--- src/rtl/seg_scan_pkg.sv ---
// Shared types and active-low seven-segment glyph constants for seg_scan_display.
// Segment bit order is {g,f,e,d,c,b,a}; a 0 lights the segment.
package seg_scan_pkg;

  typedef enum logic [1:0] {
    IDLE   = 2'd0,
    CONV   = 2'd1,
    COMMIT = 2'd2
  } state_e;

  localparam logic [6:0] SEG_0 = 7'h40;
  localparam logic [6:0] SEG_1 = 7'h79;
  localparam logic [6:0] SEG_2 = 7'h24;
  localparam logic [6:0] SEG_3 = 7'h30;
  localparam logic [6:0] SEG_4 = 7'h19;
  localparam logic [6:0] SEG_5 = 7'h12;
  localparam logic [6:0] SEG_6 = 7'h02;
  localparam logic [6:0] SEG_7 = 7'h78;
  localparam logic [6:0] SEG_8 = 7'h00;
  localparam logic [6:0] SEG_9 = 7'h10;
  localparam logic [6:0] SEG_A = 7'h08;
  localparam logic [6:0] SEG_B = 7'h03;
  localparam logic [6:0] SEG_C = 7'h46;
  localparam logic [6:0] SEG_D = 7'h21;
  localparam logic [6:0] SEG_E = 7'h06;
  localparam logic [6:0] SEG_F = 7'h0E;

  localparam logic [6:0] SEG_DASH  = 7'h3F;
  localparam logic [6:0] SEG_BLANK = 7'h7F;

endpackage

--- src/rtl/seg7_glyph.sv ---
// Combinational nibble to active-low seven-segment encoder (hex digits 0-F).
module seg7_glyph
  import seg_scan_pkg::*;
(
  input  logic [3:0] nibble_i,
  output logic [6:0] seg_o
);

  always_comb begin
    seg_o = SEG_BLANK;
    case (nibble_i)
      4'h0: seg_o = SEG_0;
      4'h1: seg_o = SEG_1;
      4'h2: seg_o = SEG_2;
      4'h3: seg_o = SEG_3;
      4'h4: seg_o = SEG_4;
      4'h5: seg_o = SEG_5;
      4'h6: seg_o = SEG_6;
      4'h7: seg_o = SEG_7;
      4'h8: seg_o = SEG_8;
      4'h9: seg_o = SEG_9;
      4'hA: seg_o = SEG_A;
      4'hB: seg_o = SEG_B;
      4'hC: seg_o = SEG_C;
      4'hD: seg_o = SEG_D;
      4'hE: seg_o = SEG_E;
      4'hF: seg_o = SEG_F;
      default: seg_o = SEG_BLANK;
    endcase
  end

endmodule

--- src/rtl/seg_scan_display.sv ---
// Binary-to-decimal/hex multiplexed seven-segment display driver with double-dabble conversion.
// Optional leading-zero blanking is enabled by defining SEG_LZ_BLANK_EN.
module seg_scan_display
  import seg_scan_pkg::*;
#(
  parameter int DATA_W      = 16,
  parameter int NUM_DIGITS  = 4,
  parameter int REFRESH_DIV = 65536
) (
  input  logic                  clk,
  input  logic                  rst,
  input  logic [DATA_W-1:0]     value,
  input  logic                  load,
  input  logic                  hex_mode,
  output logic                  busy,
  output logic                  overflow,
  output logic [NUM_DIGITS-1:0] an,
  output logic [6:0]            seg
);

  localparam int BCD_W = 4 * NUM_DIGITS;
  localparam int HEX_W = (DATA_W < BCD_W) ? DATA_W : BCD_W;
  localparam int CNT_W = $clog2(DATA_W + 1);
  localparam int REF_W = $clog2(REFRESH_DIV);
  localparam int SEL_W = (NUM_DIGITS > 1) ? $clog2(NUM_DIGITS) : 1;

  state_e                  state_q;
  logic [DATA_W-1:0]       shift_q;
  logic                    hex_q;
  logic [BCD_W-1:0]        bcd_q;
  logic                    convOvf_q;
  logic [CNT_W-1:0]        bitCnt_q;
  logic [BCD_W-1:0]        digits_q;
  logic                    overflow_q;
  logic [REF_W-1:0]        refresh_q;
  logic [SEL_W-1:0]        sel_q;
  logic [NUM_DIGITS-1:0]   an_q;
  logic [6:0]              seg_q;

  logic [BCD_W-1:0]        bcdAdj;
  logic [BCD_W-1:0]        bcd_d;
  logic                    bcdCarry;
  logic [BCD_W-1:0]        hexDigits;
  logic                    hexOvf;
  logic [SEL_W-1:0]        sel_d;
  logic [NUM_DIGITS-1:0]   an_d;
  logic [6:0]              seg_d;
  logic [3:0]              digitNibble;
  logic [6:0]              glyphSeg;
  logic                    blankSel;

  // Double-dabble step: correct every BCD digit, then shift the next binary MSB in.
  always_comb begin
    bcdAdj = bcd_q;
    for (int i = 0; i < NUM_DIGITS; i++) begin
      if (bcd_q[4*i +: 4] >= 4'd5) begin
        bcdAdj[4*i +: 4] = bcd_q[4*i +: 4] + 4'd3;
      end
    end
  end

  assign {bcdCarry, bcd_d} = {bcdAdj, shift_q[DATA_W-1]};

  always_comb begin
    hexDigits = '0;
    hexOvf    = 1'b0;
    for (int i = 0; i < HEX_W; i++) begin
      hexDigits[i] = shift_q[i];
    end
    for (int i = BCD_W; i < DATA_W; i++) begin
      if (shift_q[i]) hexOvf = 1'b1;
    end
  end

  always_ff @(posedge clk or posedge rst) begin
    if (rst) begin
      state_q    <= IDLE;
      shift_q    <= '0;
      hex_q      <= 1'b0;
      bcd_q      <= '0;
      convOvf_q  <= 1'b0;
      bitCnt_q   <= '0;
      digits_q   <= '0;
      overflow_q <= 1'b0;
    end else begin
      case (state_q)
        IDLE: begin
          if (load) begin
            shift_q   <= value;
            hex_q     <= hex_mode;
            bcd_q     <= '0;
            convOvf_q <= 1'b0;
            bitCnt_q  <= '0;
            state_q   <= hex_mode ? COMMIT : CONV;
          end
        end
        CONV: begin
          bcd_q     <= bcd_d;
          convOvf_q <= convOvf_q | bcdCarry;
          shift_q   <= shift_q << 1;
          bitCnt_q  <= bitCnt_q + 1'b1;
          if (bitCnt_q == CNT_W'(DATA_W - 1)) state_q <= COMMIT;
        end
        COMMIT: begin
          digits_q   <= hex_q ? hexDigits : bcd_q;
          overflow_q <= hex_q ? hexOvf : convOvf_q;
          state_q    <= IDLE;
        end
        default: state_q <= IDLE;
      endcase
    end
  end

  assign sel_d       = (sel_q == SEL_W'(NUM_DIGITS - 1)) ? '0 : sel_q + 1'b1;
  assign an_d        = ~(NUM_DIGITS'(1) << sel_d);
  assign digitNibble = digits_q[int'(sel_d)*4 +: 4];

  seg7_glyph u_glyph (
    .nibble_i (digitNibble),
    .seg_o    (glyphSeg)
  );

`ifdef SEG_LZ_BLANK_EN
  logic [NUM_DIGITS-1:0] leadZero;

  // A digit is leading-zero only if it and every digit above it are zero; digit 0 always shows.
  always_comb begin
    logic above;
    above    = 1'b1;
    leadZero = '0;
    for (int i = NUM_DIGITS - 1; i >= 1; i--) begin
      if (digits_q[4*i +: 4] != 4'd0) above = 1'b0;
      leadZero[i] = above;
    end
  end

  assign blankSel = leadZero[sel_d];
`else
  assign blankSel = 1'b0;
`endif

  assign seg_d = overflow_q ? SEG_DASH : (blankSel ? SEG_BLANK : glyphSeg);

  always_ff @(posedge clk or posedge rst) begin
    if (rst) begin
      refresh_q <= '0;
      sel_q     <= '0;
      an_q      <= '1;
      seg_q     <= SEG_BLANK;
    end else if (refresh_q == REF_W'(REFRESH_DIV - 1)) begin
      refresh_q <= '0;
      sel_q     <= sel_d;
      an_q      <= an_d;
      seg_q     <= seg_d;
    end else begin
      refresh_q <= refresh_q + 1'b1;
    end
  end

  assign busy     = (state_q != IDLE);
  assign overflow = overflow_q;
  assign an       = an_q;
  assign seg      = seg_q;

endmodule

--- config.mk ---
export PLATFORM = sky130hd
export DESIGN_NAME = seg_scan_display
export DESIGN_NICKNAME = d
export VERILOG_FILES = /design/src/rtl/seg_scan_pkg.sv /design/src/rtl/seg7_glyph.sv /design/src/rtl/seg_scan_display.sv
export SDC_FILE = /design/constraint.sdc
export NUM_CORES = 1
export LEC_CHECK = 0
export CORE_MARGIN = 2
export CORE_UTILIZATION = 63
export DETAILED_ROUTE_END_ITERATION = 7
export PLACE_DENSITY = 0.87
export SLEW_MARGIN = 30
export SYNTH_ARGS = -nofsm -noshare
export SYNTH_HDL_FRONTEND = slang
export SYNTH_SLANG_ARGS = --single-unit
--- constraint.sdc ---
create_clock -name clk -period 8.2 [get_ports clk]
set_input_delay 1.64 -clock clk [delete_from_list [all_inputs] [get_ports clk]]
set_output_delay 1.64 -clock clk [all_outputs]
set_load 0.05 [all_outputs]
==> results.toml, run 1 <==
[placed_design]
gp_congestion = 0.834
dp_cells = 570
dp_hpwl_mm = 6.31
io_buffer_count = 32

[hold_path]
min_path_type = "register to register"
whs_path_depth = 2

[synth]
synth_warnings = 0
synth_area_mm2 = 0.00459
synth_edf_count = 0
yosysMostFrequentCell = "dfrtp_1"
synth_area_leaders = "dfrtp_1, dfstp_2, ha_1, mux2i_1, o21ai_0"
yosysTopAreaCellShare = 0.414
async_flop_share = 1.00
ys.flop_type = "dfrtp_1"
synth_area_leader_cell = "dfrtp_1"
avgSynthCellArea_um2 = 9.91
synth_common_cells = "dfrtp_1, nor2_1, o21ai_0"
synth-seq-cells = 87
yosys.cell_types.count = 47
ys_seq_area_frac = 0.477
syn_nets = 506
synthCells = 463

[finish]
finalNetCount = 525
seq_area_mm2 = 0.00219
fillers = 531
stdcell_count = 586
antenna_cells = 0
layout-drive-gt1-share = 0.0883
syn_to_final_growth_pct = 12.2
multi_input_area_mm2 = 0.00220

[worst_setup_path]
rr_worst_depth = 9
slowest_stage = "nand2_1"
reg2reg_setup_slack_ns = 5.01
worst-setup-path-type = "primary input to register"
crit_chain = "clkdlybuf4s50_1 > or3b_1 > buf_4 > nand2_1 > o31ai_1 > a32o_1"
r2r_end = "seg[5]"
max_stage_delay_ns = 0.54
startpoint = "load"
path_depth = 6
path_buf_inv = 2
worstPathArrival_ns = 3.70
critical_path_required_ns = 8.45
cp_max_fo = 37
crit_family = "simple AND/OR/NAND/NOR gates"
crit_path_end = "bcd_q[7]"
start_kind = "primary input"
r2r_start = "sel_q[0]"
worstSetupEndpointType = "register"

[clocking]
h-tree-depth = 3
clk_pin_slew_ns = 0.09
cts_made_buffers = 9
cts_buffer_depth = 2
clkSinkCount = 87
clk_latency_ns = 0.35
post_cts_resized = 0
cts_root_buf = "clkbuf_8"
cts_tree = "yes"
ctsHoldBuffers = 0
post_cts_buffers = 0

[floorplan]
initial_utilization = 0.643
die_y_um = 89.4
die_area_mm2 = 0.00798
die_w_um = 89.4
coreArea_mm2 = 0.00714
io_pins = 33
row_count = 31

[route]
dr.pass1.iters = 4
wl_mm = 9.01
avgRoutedWirePerCell_um = 15.4
drt-vias-per-instance = 5.84
drt-initial-drc-count = 141
ant_nets = 0
via_count = 3422
drc = 0

[timing]
period_minus_slack_ns = 3.45
timing.setup.tns_ns = 0
finalCritPeriodShare = 0.421
max_slew_margin = 0.408
final_hold_viol_count = 0
worst_pin_slew_ns = 0.888
rsz0062_at_grt = "no"
setup_viol = 0
fmax_mhz = 290
fin_skew_ns = 0.0115
drv_slew = 0

[pwr]
powerDensity_mw_per_mm2 = 322
ir_drop_mv = 0.233
leakage_nw = 2.25

[global_route]
overflow = 0
antenna_found_initial = 0
track_usage = 0.253
grt_max_degree = 88
grt_pass1_vias = 3383
grt_pass1_wl_mm = 15.5

[job]
cap_viol_max_count = 0

[outcome]
status = "finished clean"
[logic make-up after synthesis]
logic type,synth area share
XOR/XNOR,0.0420
AND/OR/NAND/NOR,0.146
buffers and inverters,0.0433
adder cells (fa/ha/maj),0.0627
flip-flops,0.477
AO/OA/AOI/OAI,0.141
multiplexers,0.0872
[state kept, by name, summed over array words and instances, names as in the netlist]
name	count
overflow	1
digits_q	16
sel_q	2
state_q	2
hex_q	1
refresh_q	16
seg	7
bcd_q	16
convOvf_q	1
bitCnt_q	5
hexDigits	16
an	4
[where the power goes]
| part | leakage (nW) | switching (mW) | internal [mW] |
|---|---|---|---|
| registers | 1.08 | 0.146 | 0.557 |
| clock network | 0.108 | 0.152 | 0.173 |
| logic | 1.06 | 0.358 | 0.275 |
[worst min-delay path by stage]
stage	startpoint	to	slack (ns)
final	an[2]	an[2]	0.48
after global routing	an[3]	an[3]	0.51
after CTS	refresh_q[0]	refresh_q[0]	0.48
after detailed placement	refresh_q[0]	refresh_q[0]	0.47
after global placement	refresh_q[0]	refresh_q[0]	0.47
after floorplan	refresh_q[0]	refresh_q[0]	0.44
[through the flow]
step | setup WS [ns] | hold WS [ns] | cell area, um2 | util | power (mW)
detailed placement | 4.42 | 0.472 | 4930 | 0.691 | 1.33
global placement | 4.49 | 0.467 | 4930 | 0.691 | 1.29
global route | 4.60 | 0.505 | 5150 | 0.722 | 1.78
floorplan | 4.33 | 0.438 | 4590 | - | 1.18
finish | 4.75 | 0.482 | 5150 | 0.722 | 1.66
CTS | 4.74 | 0.483 | 5150 | 0.721 | 1.66
[tightest hold or removal path: stages (launching register included)]
cell,delay [ns]
dfstp_2,0.37
nand2_1,0.04
o21ai_0,0.06
[layout make-up]
type,count,area share
Clock buffer,11,0.0255
Multi-Input combinational cell,330,0.428
Clock inverter,5,0.0160
Sequential cell,87,0.425
Tap cell,99,0.0241
Inverter,19,0.0141
Timing Repair Buffer,35,0.0673
[metal layers]
layer / wire [um] / track usage
met2: 4700 / 0.441
met1: 3840 / 0.315
met3: 315 / 0.0517
met5: 0 / 0
met4: 157 / 0.0841
[cells in the final DEF (no fill, tap or decap), types with 5 or more instances in the layout]
| cell type | netlist | routed |
|---|---|---|
| dfrtp_1 | 76 | 76 |
| nor2_1 | 49 | 49 |
| o21ai_0 | 44 | 44 |
| nand2_1 | 40 | 40 |
| clkdlybuf4s50_1 | 0 | 32 |
| mux2i_1 | 24 | 24 |
| ha_1 | 23 | 23 |
| nand3_1 | 21 | 21 |
| inv_1 | 19 | 18 |
| o22ai_1 | 16 | 16 |
| a21oi_1 | 13 | 13 |
| xnor2_1 | 11 | 11 |
| xor2_1 | 11 | 11 |
| dfstp_2 | 11 | 11 |
| clkbuf_8 | 0 | 9 |
| o31ai_1 | 7 | 7 |
| nand2b_1 | 7 | 6 |
| nor3_1 | 6 | 6 |
| and3_1 | 6 | 6 |
| a31oi_1 | 5 | 5 |
Power figures use the tool's default switching activity.
==> run 2: changes to the inputs <==
CORE_UTILIZATION = 53   (was 63)
PLACE_DENSITY = 0.78   (was 0.87)
clock period = 3 ns   (was 8.2 ns; I/O delays follow)
==> results.toml, run 2 (synthesis gave the netlist of run 1 again) <==
[outcome]
status = "finished clean"

[clocking]
cts_tree = "yes"
h-tree-depth = 3
cts_made_buffers = 9
ctsHoldBuffers = 0
cts_buffer_depth = 2
clkSinkCount = 87
post_cts_buffers = 0
clk_latency_ns = 0.36
cts_root_buf = "clkbuf_8"
clk_pin_slew_ns = 0.09
post_cts_resized = 0

[route]
drt-initial-drc-count = 87
dr.pass1.iters = 4
avgRoutedWirePerCell_um = 15.5
drt-vias-per-instance = 5.72
ant_nets = 0
via_count = 3420
drc = 0
wl_mm = 9.28

[timing]
worst_slack_ns = 0.290
fmax_mhz = 369
period_minus_slack_ns = 2.71
drv_slew = 0
finalCritPeriodShare = 0.903
setup_viol = 0
max_slew_margin = 0.372
rsz0062_at_grt = "no"
worst_pin_slew_ns = 0.942
timing.setup.tns_ns = 0
fin_skew_ns = 0.0132
final_hold_viol_count = 0

[worst_setup_path]
reg2reg_setup_slack_ns = 0.29
r2r_start = "sel_q[0]"
start_kind = "register"
max_stage_delay_ns = 0.51
crit_chain = "inv_1 > ha_1 > mux2_4 > o21ai_0 > buf_4 > inv_1 > ha_1 > mux2i_1 > o221ai_1 > mux2_2"
worstPathArrival_ns = 3.00
worstSetupEndpointType = "register"
rr_worst_depth = 10
worst-setup-path-type = "register to register"
startpoint = "sel_q[0]"
critical_path_required_ns = 3.29
slowest_stage = "ha_1"
crit_family = "multiplexers"
r2r_end = "seg[5]"
path_depth = 10
cp_max_fo = 8
path_buf_inv = 3
crit_path_end = "seg[5]"

[job]
cap_viol_max_count = 0

[pwr]
combPwrFrac = 0.389
powerDensity_mw_per_mm2 = 869
seq_power_share = 0.424
p_switching_mw = 1.81
intPower_mw = 2.71
leakage_nw = 2.27
p_clk_frac = 0.186
fin_total_pwr_mw = 4.52
ir_drop_mv = 0.553
swShare = 0.400

[placed_design]
dp_worst_setup_slack_ns = 0.306
gp_congestion = 0.885
dp_hpwl_mm = 6.37
io_buffer_count = 32

[global_route]
grt_pass1_wl_mm = 15.7
track_usage = 0.204
overflow = 0
grt_pass1_vias = 3301
antenna_found_initial = 0
grt_max_degree = 53

[finish]
multi_input_area_mm2 = 0.00220
syn_to_final_growth_pct = 13.4
finalNetCount = 531
layout-drive-gt1-share = 0.103
final_cell_mix = "dfrtp_1, nor2_1, o21ai_0, nand2_1, clkdlybuf4s50_1"
fillers = 690
antenna_cells = 0
seq_area_mm2 = 0.00219
final_common_cell = "dfrtp_1"

[hold_path]
min_path_type = "register to register"

[floorplan]
row_count = 33
io_pins = 33
die_w_um = 97.1
die_y_um = 97.1
coreArea_mm2 = 0.00830
initial_utilization = 0.553
die_area_mm2 = 0.00942
run 2: cell count changes in the layout (fill, tap and decap cells not counted), sizes merged:
cell / delta
buf: +6
clkbuf: -1
bufinv: -1
clkinvlp: +2
run 2: power groups by stage:
stage          Clock [mW]  Sequential, mW  Combinational, mW
2_1_floorplan           0            1.78               1.43
4_1_cts             0.863            1.91               1.76
3_5_place_dp            0            1.94               1.75
6_report            0.843            1.92               1.76
3_3_place_gp            0            1.93               1.67
5_1_grt             0.904            1.96               1.99
run 2: worst register-to-register path, cell delays in order, from the launching register on:
cell	delay, ns
dfrtp_1	0.46
inv_1	0.10
ha_1	0.51
mux2_4	0.35
o21ai_0	0.17
buf_4	0.16
inv_1	0.07
ha_1	0.25
mux2i_1	0.17
o221ai_1	0.13
mux2_2	0.27
run 2: worst min-delay path by stage:
stage	end	cells past startpoint	from
final	refresh_q[0]	1	refresh_q[0]
after global routing	convOvf_q	2	convOvf_q
after CTS	refresh_q[0]	1	refresh_q[0]
after detailed placement	refresh_q[0]	1	refresh_q[0]
after floorplan	refresh_q[0]	1	refresh_q[0]
after global placement	refresh_q[0]	1	refresh_q[0]
run 2: metal layers:
metal,GRT usage,share of wire,vias to the layer above
li1,-,-,1660
met3,0.0381,0.033,17
met4,0.0791,0.020,0
met1,0.265,0.46,1667
met5,0,0,-
met2,0.339,0.49,76
run 2: layout make-up:
cell class | count | share of cell area
multi-input combinational | 330 | 0.423
inverter | 19 | 0.0139
tap | 105 | 0.0253
timing repair buffer | 41 | 0.0770
clock inverter | 6 | 0.0130
sequential | 87 | 0.421
clock buffer | 10 | 0.0265
run 2: stage by stage:
step,instance area [um2],instances,utilization,hold WS (ns)
detailed placement,4990,582,0.602,0.465
finish,5200,598,0.627,0.473
CTS,5200,598,0.627,0.475
global placement,4990,582,0.602,0.459
global route,5200,598,0.627,0.508
floorplan,4590,463,-,0.438
